## config.mk

```make
export PLATFORM = sky130hd
export DESIGN_NAME = multicycle_control_fsm
export DESIGN_NICKNAME = d
export VERILOG_FILES = /design/src/rtl/multicycle_control_fsm.sv
export SDC_FILE = /design/constraint.sdc
export NUM_CORES = 1
export LEC_CHECK = 0
export CORE_ASPECT_RATIO = 1.1
export CORE_MARGIN = 1.5
export CORE_UTILIZATION = 40
export CTS_CLUSTER_SIZE = 16
export DETAILED_ROUTE_END_ITERATION = 8
export GPL_ROUTABILITY_DRIVEN = 0
export PLACE_DENSITY_LB_ADDON = 0.25
export SLEW_MARGIN = 20
export SYNTH_ARGS = -nofsm -noshare
export SYNTH_HDL_FRONTEND = slang
export SYNTH_SLANG_ARGS = --single-unit
```

## constraint.sdc

```tcl
create_clock -name clk -period 4 [get_ports clk]
set_clock_uncertainty 0.1 [all_clocks]
set_input_delay 0.4 -clock clk [delete_from_list [all_inputs] [get_ports clk]]
set_output_delay 0.4 -clock clk [all_outputs]
set_load 0.01 [all_outputs]
```

## src/rtl/multicycle_control_fsm.sv

```systemverilog
// Main control unit of the multicycle MIPS datapath: a Moore FSM that drives the
// datapath enables, mux selects and ALUOp, stalls on MemReady and counts retired instructions.
module multicycle_control_fsm #(
    parameter int TRAP_ON_ILLEGAL = 1,
    parameter int CNT_W           = 32
) (
    input  logic             clk,
    input  logic             reset,
    input  logic [5:0]       Opcode,
    input  logic             MemReady,
    output logic             PCWrite,
    output logic             PCWriteCond,
    output logic             BranchNE,
    output logic             IorD,
    output logic             MemRead,
    output logic             MemWrite,
    output logic             IRWrite,
    output logic             MemtoReg,
    output logic             RegDst,
    output logic             RegWrite,
    output logic             ALUSrcA,
    output logic [1:0]       ALUSrcB,
    output logic [1:0]       PCSource,
    output logic [2:0]       ALUOp,
    output logic             illegal_op,
    output logic [CNT_W-1:0] retired,
    output logic [3:0]       state
);
    // state    | meaning
    // RST      | after reset, all outputs low      FETCH  | read instr at PC, PC+4
    // DECODE   | latch opcode, branch target       MEM_*  | LW/SW address, read, writeback, write
    // R_*/I_*  | ALU op and register writeback     BRANCH | conditional PC load
    // JUMP     | PC <= jump target                 TRAP   | illegal opcode, wait for reset
    typedef enum logic [3:0] {
        S_RST, S_FETCH, S_DECODE, S_MEM_ADDR, S_MEM_RD, S_MEM_WB, S_MEM_WR,
        S_R_EXEC, S_R_WB, S_I_EXEC, S_I_WB, S_BRANCH, S_JUMP, S_TRAP
    } state_t;

    localparam logic [5:0] OP_R    = 6'h00;
    localparam logic [5:0] OP_J    = 6'h02;
    localparam logic [5:0] OP_BEQ  = 6'h04;
    localparam logic [5:0] OP_BNE  = 6'h05;
    localparam logic [5:0] OP_ADDI = 6'h08;
    localparam logic [5:0] OP_ANDI = 6'h0C;
    localparam logic [5:0] OP_ORI  = 6'h0D;
    localparam logic [5:0] OP_LUI  = 6'h0F;
    localparam logic [5:0] OP_LW   = 6'h23;
    localparam logic [5:0] OP_SW   = 6'h2B;

    typedef struct packed {
        logic       pcw, pcwc, bne, iord, mrd, mwr, m2r, rdst, rw, srca;
        logic [1:0] srcb, pcsrc;
        logic [2:0] aluop;
        logic       ill;
    } ctl_t;

    state_t           r_state, w_next;
    logic [5:0]       r_op, w_op_next;
    ctl_t             r_ctl, w_ctl_next;
    logic [CNT_W-1:0] r_retired;
    logic             w_retire, w_ill_pulse;

    function automatic logic [2:0] imm_aluop(input logic [5:0] op);
        case (op)
            OP_ORI:  return 3'b101;
            OP_ANDI: return 3'b110;
            OP_LUI:  return 3'b001;
            default: return 3'b100;
        endcase
    endfunction

    function automatic ctl_t ctl_of(input state_t s, input logic [5:0] op);
        ctl_t c;
        c = '0;
        case (s)
            S_FETCH:    begin c.mrd = 1'b1; c.srcb = 2'b01; c.aluop = 3'b100; end
            S_DECODE:   begin c.srcb = 2'b11; c.aluop = 3'b100; end
            S_MEM_ADDR: begin c.srca = 1'b1; c.srcb = 2'b10; c.aluop = 3'b010; end
            S_MEM_RD:   begin c.mrd = 1'b1; c.iord = 1'b1; end
            S_MEM_WB:   begin c.m2r = 1'b1; c.rw = 1'b1; end
            S_MEM_WR:   begin c.mwr = 1'b1; c.iord = 1'b1; end
            S_R_EXEC:   begin c.srca = 1'b1; c.aluop = 3'b111; end
            S_R_WB:     begin c.aluop = 3'b111; c.rdst = 1'b1; c.rw = 1'b1; end
            S_I_EXEC:   begin c.srca = 1'b1; c.srcb = 2'b10; c.aluop = imm_aluop(op); end
            S_I_WB:     begin c.aluop = imm_aluop(op); c.rw = 1'b1; end
            S_BRANCH:   begin
                c.srca  = 1'b1;
                c.aluop = 3'b011;
                c.pcwc  = 1'b1;
                c.pcsrc = 2'b01;
                c.bne   = (op == OP_BNE);
            end
            S_JUMP:     begin c.pcw = 1'b1; c.pcsrc = 2'b10; end
            S_TRAP:     c.ill = 1'b1;
            default:    c = '0;
        endcase
        return c;
    endfunction

    always_comb begin
        w_next      = S_FETCH;
        w_op_next   = r_op;
        w_retire    = 1'b0;
        w_ill_pulse = 1'b0;
        case (r_state)
            S_RST:      w_next = S_FETCH;
            S_FETCH:    w_next = MemReady ? S_DECODE : S_FETCH;
            S_DECODE: begin
                w_op_next = Opcode;
                case (Opcode)
                    OP_LW, OP_SW:                      w_next = S_MEM_ADDR;
                    OP_R:                              w_next = S_R_EXEC;
                    OP_ADDI, OP_ANDI, OP_ORI, OP_LUI:  w_next = S_I_EXEC;
                    OP_BEQ, OP_BNE:                    w_next = S_BRANCH;
                    OP_J:                              w_next = S_JUMP;
                    default: begin
                        if (TRAP_ON_ILLEGAL != 0) begin
                            w_next = S_TRAP;
                        end else begin
                            w_next      = S_FETCH;
                            w_ill_pulse = 1'b1;
                        end
                    end
                endcase
            end
            S_MEM_ADDR: w_next = (r_op == OP_LW) ? S_MEM_RD : S_MEM_WR;
            S_MEM_RD:   w_next = MemReady ? S_MEM_WB : S_MEM_RD;
            S_MEM_WR: begin
                w_next   = MemReady ? S_FETCH : S_MEM_WR;
                w_retire = MemReady;
            end
            S_R_EXEC:   w_next = S_R_WB;
            S_I_EXEC:   w_next = S_I_WB;
            S_MEM_WB, S_R_WB, S_I_WB, S_BRANCH, S_JUMP: begin
                w_next   = S_FETCH;
                w_retire = 1'b1;
            end
            S_TRAP:     w_next = S_TRAP;
            default:    w_next = S_FETCH;
        endcase
        w_ctl_next     = ctl_of(w_next, w_op_next);
        w_ctl_next.ill = w_ctl_next.ill | w_ill_pulse;
    end

    // Outputs are registered from the next state, so they change exactly with the state.
    always_ff @(posedge clk or posedge reset) begin
        if (reset) begin
            r_state   <= S_RST;
            r_op      <= '0;
            r_ctl     <= '0;
            r_retired <= '0;
        end else begin
            r_state   <= w_next;
            r_op      <= w_op_next;
            r_ctl     <= w_ctl_next;
            r_retired <= r_retired + {{(CNT_W-1){1'b0}}, w_retire};
        end
    end

    // The fetch-time IR/PC loads follow MemReady within the cycle.
    assign IRWrite     = (r_state == S_FETCH) & MemReady;
    assign PCWrite     = r_ctl.pcw | IRWrite;
    assign PCWriteCond = r_ctl.pcwc;
    assign BranchNE    = r_ctl.bne;
    assign IorD        = r_ctl.iord;
    assign MemRead     = r_ctl.mrd;
    assign MemWrite    = r_ctl.mwr;
    assign MemtoReg    = r_ctl.m2r;
    assign RegDst      = r_ctl.rdst;
    assign RegWrite    = r_ctl.rw;
    assign ALUSrcA     = r_ctl.srca;
    assign ALUSrcB     = r_ctl.srcb;
    assign PCSource    = r_ctl.pcsrc;
    assign ALUOp       = r_ctl.aluop;
    assign illegal_op  = r_ctl.ill;
    assign retired     = r_retired;
    assign state       = r_state;

endmodule

```

==> results of run 1 <==
[worst max path at each step]
stage / startpoint / end / slack [ps] / depth (start not counted)
after floorplan: state[0] / retired[26] / 1430 / 12
after global placement: MemReady / retired[26] / 1180 / 11
after detailed placement: state[2] / retired[26] / 1040 / 12
after CTS: state[2] / retired[26] / 1020 / 12
after global routing: state[2] / retired[26] / 670 / 12
final: state[2] / retired[26] / 1020 / 12
[layout make-up]
| type | count | share of cell area [%] |
|---|---|---|
| clock buffers | 12 | 4.17 |
| clock inverters | 4 | 1.95 |
| inverters | 11 | 1.11 |
| multi-input cells | 174 | 32.9 |
| flip-flops and latches | 59 | 39.7 |
| well taps | 85 | 2.86 |
| repair buffers | 65 | 17.3 |
[worst register-to-register path, delay by kind of cell (launching register included)]
kind	cells	cell delay, ps
simple gates	5	1110
compound gates	2	280
flops	1	570
fa+ha+maj	2	400
buf+inv	2	260
xor+xnor	1	140
[stage by stage]
stage          utilization, %  hold WS (ps)
6_report                 53.4           376
5_1_grt                  53.4           414
4_1_cts                  53.4           380
3_5_place_dp             50.2           371
3_3_place_gp             50.2           358
2_1_floorplan               -           381
[routing by layer]
metal | global-route usage, % | vias to the layer above | part of all wire [%]
li1 | - | 1042 | -
met1 | 21.9 | 1047 | 46
met2 | 26.8 | 55 | 48
met3 | 5.04 | 13 | 4.3
met4 | 7.24 | 0 | 2.4
met5 | 0 | - | 0
[power breakdown]
group	switching [W]	total [W]	internal (W)
combinational	0.000393	0.000788	0.000395
clock	0.000235	0.000618	0.000384
sequential	0.000135	0.000860	0.000725
total	0.000763	0.00227	0.00150
[kinds of logic after synthesis]
family,Yosys count
flops,59
buf+inv,25
mux,7
xor+xnor,32
simple gates,107
fa+ha+maj,2
compound gates,26
[cells in the mapped netlist, types with 2 or more instances]
| master | n |
|---|---|
| and2_1 | 2 |
| nor3_1 | 4 |
| mux2_2 | 4 |
| dfrtp_1 | 59 |
| nor2b_1 | 3 |
| nand4_1 | 9 |
| a221oi_1 | 2 |
| a21oi_1 | 5 |
| o21ai_0 | 3 |
| xor2_1 | 4 |
| o2111ai_2 | 2 |
| nor2_1 | 12 |
| or2_2 | 2 |
| nand3_1 | 22 |
| and4_1 | 5 |
| and3_2 | 2 |
| o31ai_1 | 2 |
| and3_1 | 4 |
| o221ai_1 | 2 |
| nor4_1 | 2 |
| ha_1 | 2 |
| mux2i_1 | 3 |
| buf_4 | 9 |
| or4_1 | 2 |
| nand2_1 | 22 |
| and2b_2 | 2 |
| nand2b_1 | 2 |
| nand4b_1 | 2 |
| xnor2_1 | 28 |
| buf_6 | 4 |
| inv_1 | 11 |
[state kept, by name, indices dropped and copies added (netlist names), 2 cells and up]
register and flops:
retired 32, r_op 6, state 4, ALUOp 3, ALUSrcB 2, PCSource 2
==> results.yml, run 1 <==
yosys:
  synthArstFlopShare_pct: 100
  ys_seq_area_share_pct: 51.6
  yosysTopAreaCell: "dfrtp_1"
  syn_area_per_cell_um2: 11.1
  syn_area_um2: 2860
  synth_edf_count: 0
  ys_types: 52
  synth_fa_ha_area_share_pct: 0.875
  yosys_warnings: 0
  yosys.area_share.simple_pct: 21.9
  synth-xor-area-share_pct: 9.79
  synthMuxAreaShare_pct: 2.62
  syn-instance-count: 258
  ys.flop_type: "dfrtp_1"
  synth_top_cells_by_area: "dfrtp_1 (52%), xnor2_1 (8.6%), nand3_1 (3.8%)"
  syn_nets: 269
  ys_seq_elements: 59
  synth_compound_area_share_pct: 7.70
  synth_top_area_share_pct: 51.6
  synth_top_family_by_area: "simple AND/OR/NAND/NOR gates"
worst_hold_path:
  hp-start: "retired[31]"
  hp-class: "reg -> reg"
  min_path_cells: 1
  hold_end: "retired[31]"
clock_tree:
  clk_pin_slew_ps: 70
  h-tree-depth: 3
  cts_buffer_depth: 2
  holdBufCountCts: 0
  clock-sinks: 59
  clock_latency_ps: 340
  cts_resized: 0
  clockRootBuffer: "clkbuf_8"
  cts_tree: "built"
  cts_setup_buffers: 0
  cts_buffers: 9
sta:
  rsz0062_at_grt: "no"
  setup_ws_ps: 1020
  fmax_ghz: 0.335
  setup_viol: 0
  period_minus_slack_ps: 2980
  hold_violations: 0
  final.period_utilization_pct: 74.5
  drv_slew: 0
  worst_pin_slew_ps: 701
  fin_tns_setup_ps: 0
  slew_headroom_pct: 53.2
finish:
  fin_area_um2: 3720
  multi_input_area_um2: 1230
  n_fill_cell: 642
  syn_to_final_growth_pct: 30.1
  final_nets: 331
  drive_above_1_share_pct: 12.0
  diodes: 0
  most-common-layout-cells: "clkdlybuf4s50_1 (63), dfrtp_1 (59), xnor2_1 (28), nand3_1 (22), nand2_1 (22)"
  regArea_um2: 1480
  layoutNonFillerInstCount: 410
  layout_commonest_cell: "clkdlybuf4s50_1"
floorplanning:
  rows: 32
  io_pins: 64
  die_height_um: 91.7
  initial_core_util_pct: 41.1
  die-width_um: 83.6
  dieArea_um2: 7670
  core_area_um2: 6970
critical_path:
  slowest_delay_ps: 570
  r2r_start: "state[2]"
  regToRegEndpoint: "retired[26]"
  reg2regPathDepth: 12
  critPathRequiredTime_ps: 4130
  cpLargestDelayFamily: "simple AND/OR/NAND/NOR gates"
  crit_path_cell_trace: "inv_1 -> nor3_1 -> a221oi_1 -> a21oi_1 -> ha_1 -> ha_1 -> nand3_1 -> inv_1 -> nand3_1 -> nor2_1 -> nand4_1 -> xnor2_1"
  cp-end-kind: "flip-flop"
  cp_data_arrival_time_ps: 3110
  start_kind: "flip-flop"
  path_class: "reg -> reg"
  rrSetupSlack_ps: 1020
  crit_slowest_cell: "dfrtp_1"
  timing.critical_path.buf_inv: 2
  worst-path-max-fanout: 11
placed_design:
  dp.cells: 394
  dp_slack_ps: 1040
  placed_area_um2: 3500
  portBuffers: 63
  hpwl_um: 4360
grt:
  grt_overflow: 0
  antenna_found_initial: 0
  track_usage_pct: 17.0
  grt_max_degree: 35
  grt_pass1_wl_um: 10200
  grt_pass1_vias: 2057
drt:
  dr_total_vias: 2157
  drtPass1Iterations: 4
  wl_per_cell_um: 14.8
  via_per_inst: 5.26
  routed_wl_um: 6060
  drtIter0Drc: 92
  ant_nets: 0
  drcViolationCount: 0
power_and_ir_drop:
  p_leak_nw: 1.60
  max-vdd-ir-drop_mv: 0.322
  cellPowerDensity_nw_per_um2: 609
  power_w: 0.00227
run_status:
  status: "finished, final reports clean"
job:
  cap_violations: 0
Note: power is estimated with default switching activity, not from simulation.
==> run 2: changes to the inputs <==
==> constraint.sdc (replaced) <==
create_clock -name clk -period 2.9 [get_ports clk]
set_clock_uncertainty 0.1 [all_clocks]
set_input_delay 0.29 -clock clk [delete_from_list [all_inputs] [get_ports clk]]
set_output_delay 0.29 -clock clk [all_outputs]
set_load 0.01 [all_outputs]
==> results.yml, run 2 (synthesized netlist as in run 1, its figures left out) <==
placed_design:
  portBuffers: 63
  hpwl_um: 4460
clock_tree:
  cts_tree: "built"
  clock_latency_ps: 330
  clockRootBuffer: "clkbuf_8"
  cts_buffers: 9
  h-tree-depth: 3
  clock-sinks: 59
  cts_buffer_depth: 2
  clk_pin_slew_ps: 70
floorplanning:
  initial_core_util_pct: 41.1
  dieArea_um2: 7670
  die-width_um: 83.6
  io_pins: 64
  core_area_um2: 6970
  die_height_um: 91.7
  rows: 32
critical_path:
  critPathRequiredTime_ps: 3020
  cp_data_arrival_time_ps: 2770
  crit_slowest_cell: "dfrtp_1"
  slowest_delay_ps: 460
  path_class: "reg -> reg"
  crit_path_cell_trace: "nor3_1 -> a221oi_1 -> a21oi_1 -> ha_1 -> ha_1 -> nand3_1 -> inv_1 -> nand3_1 -> nor2_2 -> nand4_1 -> xnor2_1"
  cp-end-kind: "flip-flop"
  worst-path-max-fanout: 8
  start_kind: "flip-flop"
grt:
  grt_overflow: 0
  grt_pass1_wl_um: 10200
  grt_max_degree: 34
  track_usage_pct: 17.0
  grt_pass1_vias: 2058
  antenna_found_initial: 0
finish:
  regArea_um2: 1480
  largest_reg_flops: 32
  most-common-layout-cells: "clkdlybuf4s50_1 (63), dfrtp_1 (59), xnor2_1 (28), nand3_1 (22), nand2_1 (22)"
  fin_util_pct: 53.9
  n_fill_cell: 632
  drive_above_1_share_pct: 14.2
  final_nets: 338
  layout_commonest_cell: "clkdlybuf4s50_1"
  multi_input_area_um2: 1230
  syn_to_final_growth_pct: 31.3
  diodes: 0
power_and_ir_drop:
  max-vdd-ir-drop_mv: 0.423
  power_w: 0.00307
  cellPowerDensity_nw_per_um2: 816
  p_leak_nw: 1.62
run_status:
  status: "finished, final reports clean"
worst_hold_path:
  hp-class: "in -> async"
drt:
  drtIter0Drc: 82
  via_per_inst: 5.08
  wl_per_cell_um: 14.5
  dr_total_vias: 2117
  drtPass1Iterations: 4
  routed_wl_um: 6070
  ant_nets: 0
  drcViolationCount: 0
sta:
  setup_viol: 0
  drv_slew: 0
  fmax_ghz: 0.378
  fin_tns_setup_ps: 0
  hold_violations: 0
  slew_headroom_pct: 60.0
  period_minus_slack_ps: 2650
  rsz0062_at_grt: "no"
  worst_pin_slew_ps: 599
  final.period_utilization_pct: 91.3
job:
  cap_violations: 0
==> run 2: changes by cell type in the layout (fill, tap and decap cells not counted) <==
cell,before,now
nor2_1,12,11
nor2_2,0,1
buf_4,2,8
bufinv_16,2,1
clkinv_2,1,3
buf_12,0,1
clkbuf_8,11,10
==> run 2: worst paths after layout <==
path	start	to	slack (ps)	cells after the start
hold / removal	reset	retired[31]	250	2
setup / recovery	state[3]	retired[26]	250	11
setup reg to reg	state[3]	retired[26]	250	11
min in group clk	retired[31]	retired[31]	370	1
max in group asynchronous	reset	retired[0]	1870	3
hold reg to reg	retired[31]	retired[31]	370	1
==> run 2: per-layer routing <==
layer	share of wire (%)	global-route usage (%)	up-vias	routed length, µm
li1	-	-	1043	-
met1	45	21.6	1014	2720
met2	50	27.4	49	3010
met3	4.1	4.86	11	249
met4	1.5	6.56	0	93
met5	0	0	-	0
==> run 2: critical path, delay by kind of cell (launching register included) <==
kind                       cells  cell delay (ps)
and+or+nand+nor                5             1040
DFF                            1              460
adders and majority gates      2              400
AOI/OAI and AO/OA              2              280
xor gates and xnor gates       1              150
buffers and inverters          1              120
==> run 2: area by class of cell <==
type,count,share of cell area [%]
clock buffers,11,3.76
clock inverters,5,1.40
inverters,11,1.10
multi-input cells,174,32.7
flip-flops and latches,59,39.3
well taps,85,2.83
repair buffers,72,18.9
==> run 2: what timing repair did <==
action | CTS | global route
buffers inserted | 0 | 0
hold buffers | 0 | 0
setup endpoints to repair | 0 | 5
gates resized for setup | 0 | 1
==> run 2: through the flow <==
| step | setup slack (ps) | instance area (µm²) | hold WS [ps] | cells |
|---|---|---|---|---|
| 2_1_floorplan | 326 | 2860 | 342 | 258 |
| 3_5_place_dp | 130 | 3560 | 365 | 401 |
| 5_1_grt | 14.2 | 3760 | 290 | 417 |
| 6_report | 252 | 3760 | 247 | 417 |
| 4_1_cts | 148 | 3750 | 261 | 417 |
| 3_3_place_gp | 174 | 3560 | 359 | 401 |
==> run 2: report_power, final <==
part           switching [W]  leakage (nW)  internal (W)
Clock               0.000317        0.0991      0.000416
Sequential          0.000137         0.782       0.00100
Combinational       0.000607         0.742      0.000590
==> run 3: changes to the inputs <==
--- a/config.mk
+++ b/config.mk
@@ -11,7 +11,7 @@
 export CTS_CLUSTER_SIZE = 16
 export DETAILED_ROUTE_END_ITERATION = 8
 export GPL_ROUTABILITY_DRIVEN = 0
-export PLACE_DENSITY_LB_ADDON = 0.25
+export PLACE_DENSITY_LB_ADDON = 0.05
 export SLEW_MARGIN = 20
 export SYNTH_ARGS = -nofsm -noshare
 export SYNTH_HDL_FRONTEND = slang
==> results.yml, run 3 (synthesized netlist as in run 1, its figures left out) <==
critical_path:
  critPathRequiredTime_ps: 3030
  path_class: "reg -> reg"
  slowest_delay_ps: 430
  cp-end-kind: "flip-flop"
  cp_data_arrival_time_ps: 2690
  worst-path-max-fanout: 6
  crit_slowest_cell: "dfrtp_1"
  start_kind: "flip-flop"
  crit_path_cell_trace: "nor3_1 -> a221oi_1 -> a21oi_1 -> ha_1 -> and4_1 -> nand3_1 -> nor2_1 -> nand4_1 -> xnor2_1"
finish:
  diodes: 0
  most-common-layout-cells: "clkdlybuf4s50_1 (63), dfrtp_1 (59), xnor2_1 (28), nand3_1 (22), nand2_1 (22)"
  final_nets: 336
  layoutNonFillerInstCount: 413
  drive_above_1_share_pct: 13.1
  largest_reg_flops: 32
  syn_to_final_growth_pct: 29.3
  n_fill_cell: 665
  layout_commonest_cell: "clkdlybuf4s50_1"
drt:
  via_per_inst: 5.10
  wl_per_cell_um: 14.9
  routed_wl_um: 6160
  drtIter0Drc: 63
  dr_total_vias: 2106
  drcViolationCount: 0
  drtPass1Iterations: 4
  ant_nets: 0
power_and_ir_drop:
  max-vdd-ir-drop_mv: 0.457
  p_leak_nw: 1.60
  cellPowerDensity_nw_per_um2: 792
floorplanning:
  die-width_um: 83.6
  dieArea_um2: 7670
  rows: 32
  io_pins: 64
  core_area_um2: 6970
  initial_core_util_pct: 41.1
  die_height_um: 91.7
grt:
  grt_pass1_vias: 2055
  gr-usage-met2_pct: 29.0
  grt_max_degree: 32
  grt_overflow: 0
  track_usage_pct: 17.3
  gr-usage-met1_pct: 21.6
  antenna_found_initial: 0
  grt_pass1_wl_um: 10300
  busiest_layer: "met2"
  grt.met3_usage_pct: 2.97
worst_hold_path:
  hp-class: "in -> async"
sta:
  fin_tns_setup_ps: 0
  period_minus_slack_ps: 2560
  fmax_ghz: 0.390
  hold_violations: 0
  worst_pin_slew_ps: 644
  setup_viol: 0
  rsz0062_at_grt: "no"
  final.period_utilization_pct: 88.4
  slew_headroom_pct: 57.0
  drv_slew: 0
placed_design:
  hpwl_um: 4490
  portBuffers: 63
  dp.cells: 399
clock_tree:
  clockRootBuffer: "clkbuf_8"
  clock_latency_ps: 340
  cts_buffer_depth: 2
  holdBufCountCts: 0
  cts_buffers: 9
  h-tree-depth: 3
  cts_tree: "built"
  clk_pin_slew_ps: 60
  clock-sinks: 59
run_status:
  status: "finished, final reports clean"
job:
  cap_violations: 0
## run 3: cell types whose count changed in the layout (fill, tap and decap cells not counted), sizes merged
| cell | before | now |
|---|---|---|
| buf | 9 | 7 |
| bufinv | 1 | 0 |
| clkbuf | 11 | 10 |
| clkinv | 3 | 4 |
| clkinvlp | 1 | 0 |
## run 3: critical path: cells and delay by family, from the launching register on
family | cells | cell delay (ps)
compound gates | 2 | 270
fa+ha+maj | 1 | 210
simple gates | 5 | 1300
flops | 1 | 430
xor+xnor | 1 | 150
## run 3: path summary, 6_finish.rpt
path / startpoint / depth (start not counted) / slack, ps / to
max reg2reg: state[3] / 9 / 340 / retired[25]
min: reset / 2 / 260 / retired[23]
min in group clk: retired[31] / 1 / 370 / retired[31]
max in group asynchronous: reset / 3 / 1860 / IorD
max: state[3] / 9 / 340 / retired[25]
min reg2reg: retired[31] / 1 / 370 / retired[31]
## run 3: routing by layer
metal  vias to the layer above  share of wire (%)
met5                         -                  0
met4                         0                1.7
met3                         9                3.7
met2                        44                 49
met1                      1015                 45
li1                       1038                  -
## run 3: stage by stage
step / util [%] / hold slack [ps] / worst slack [ps] / area, µm² / total power [W]
2_1_floorplan: - / 342 / 326 / 2860 / 0.00192
3_3_place_gp: 50.9 / 360 / 134 / 3550 / 0.00235
3_5_place_dp: 50.9 / 367 / 67.0 / 3550 / 0.00235
4_1_cts: 53.0 / 278 / 164 / 3690 / 0.00297
5_1_grt: 53.1 / 331 / 34.7 / 3700 / 0.00312
6_report: 53.1 / 259 / 336 / 3700 / 0.00293
## run 3: power breakdown
part | leakage [nW] | total [W] | internal (W) | switching [W]
registers | 0.782 | 0.00113 | 0.00100 | 0.000126
clock network | 0.0815 | 0.000603 | 0.000294 | 0.000309
logic | 0.733 | 0.00120 | 0.000580 | 0.000621
## run 3: cell type report
| type | count | area, µm² | area share [%] |
|---|---|---|---|
| tap | 85 | 106 | 2.87 |
| inverter | 11 | 41.3 | 1.12 |
| sequential | 59 | 1480 | 39.9 |
| clock buffer | 10 | 128 | 3.45 |
| timing repair buffer | 70 | 696 | 18.8 |
| multi-input combinational | 174 | 1230 | 33.3 |
| clock inverter | 4 | 20.0 | 0.541 |
## run 3: what timing repair did
action | 4_1_cts | 5_1_grt
gates resized for setup | 0 | 2
endpoints found under the hold margin | 0 | 0
endpoints found under the setup margin | 0 | 5
buffers inserted | 0 | 0
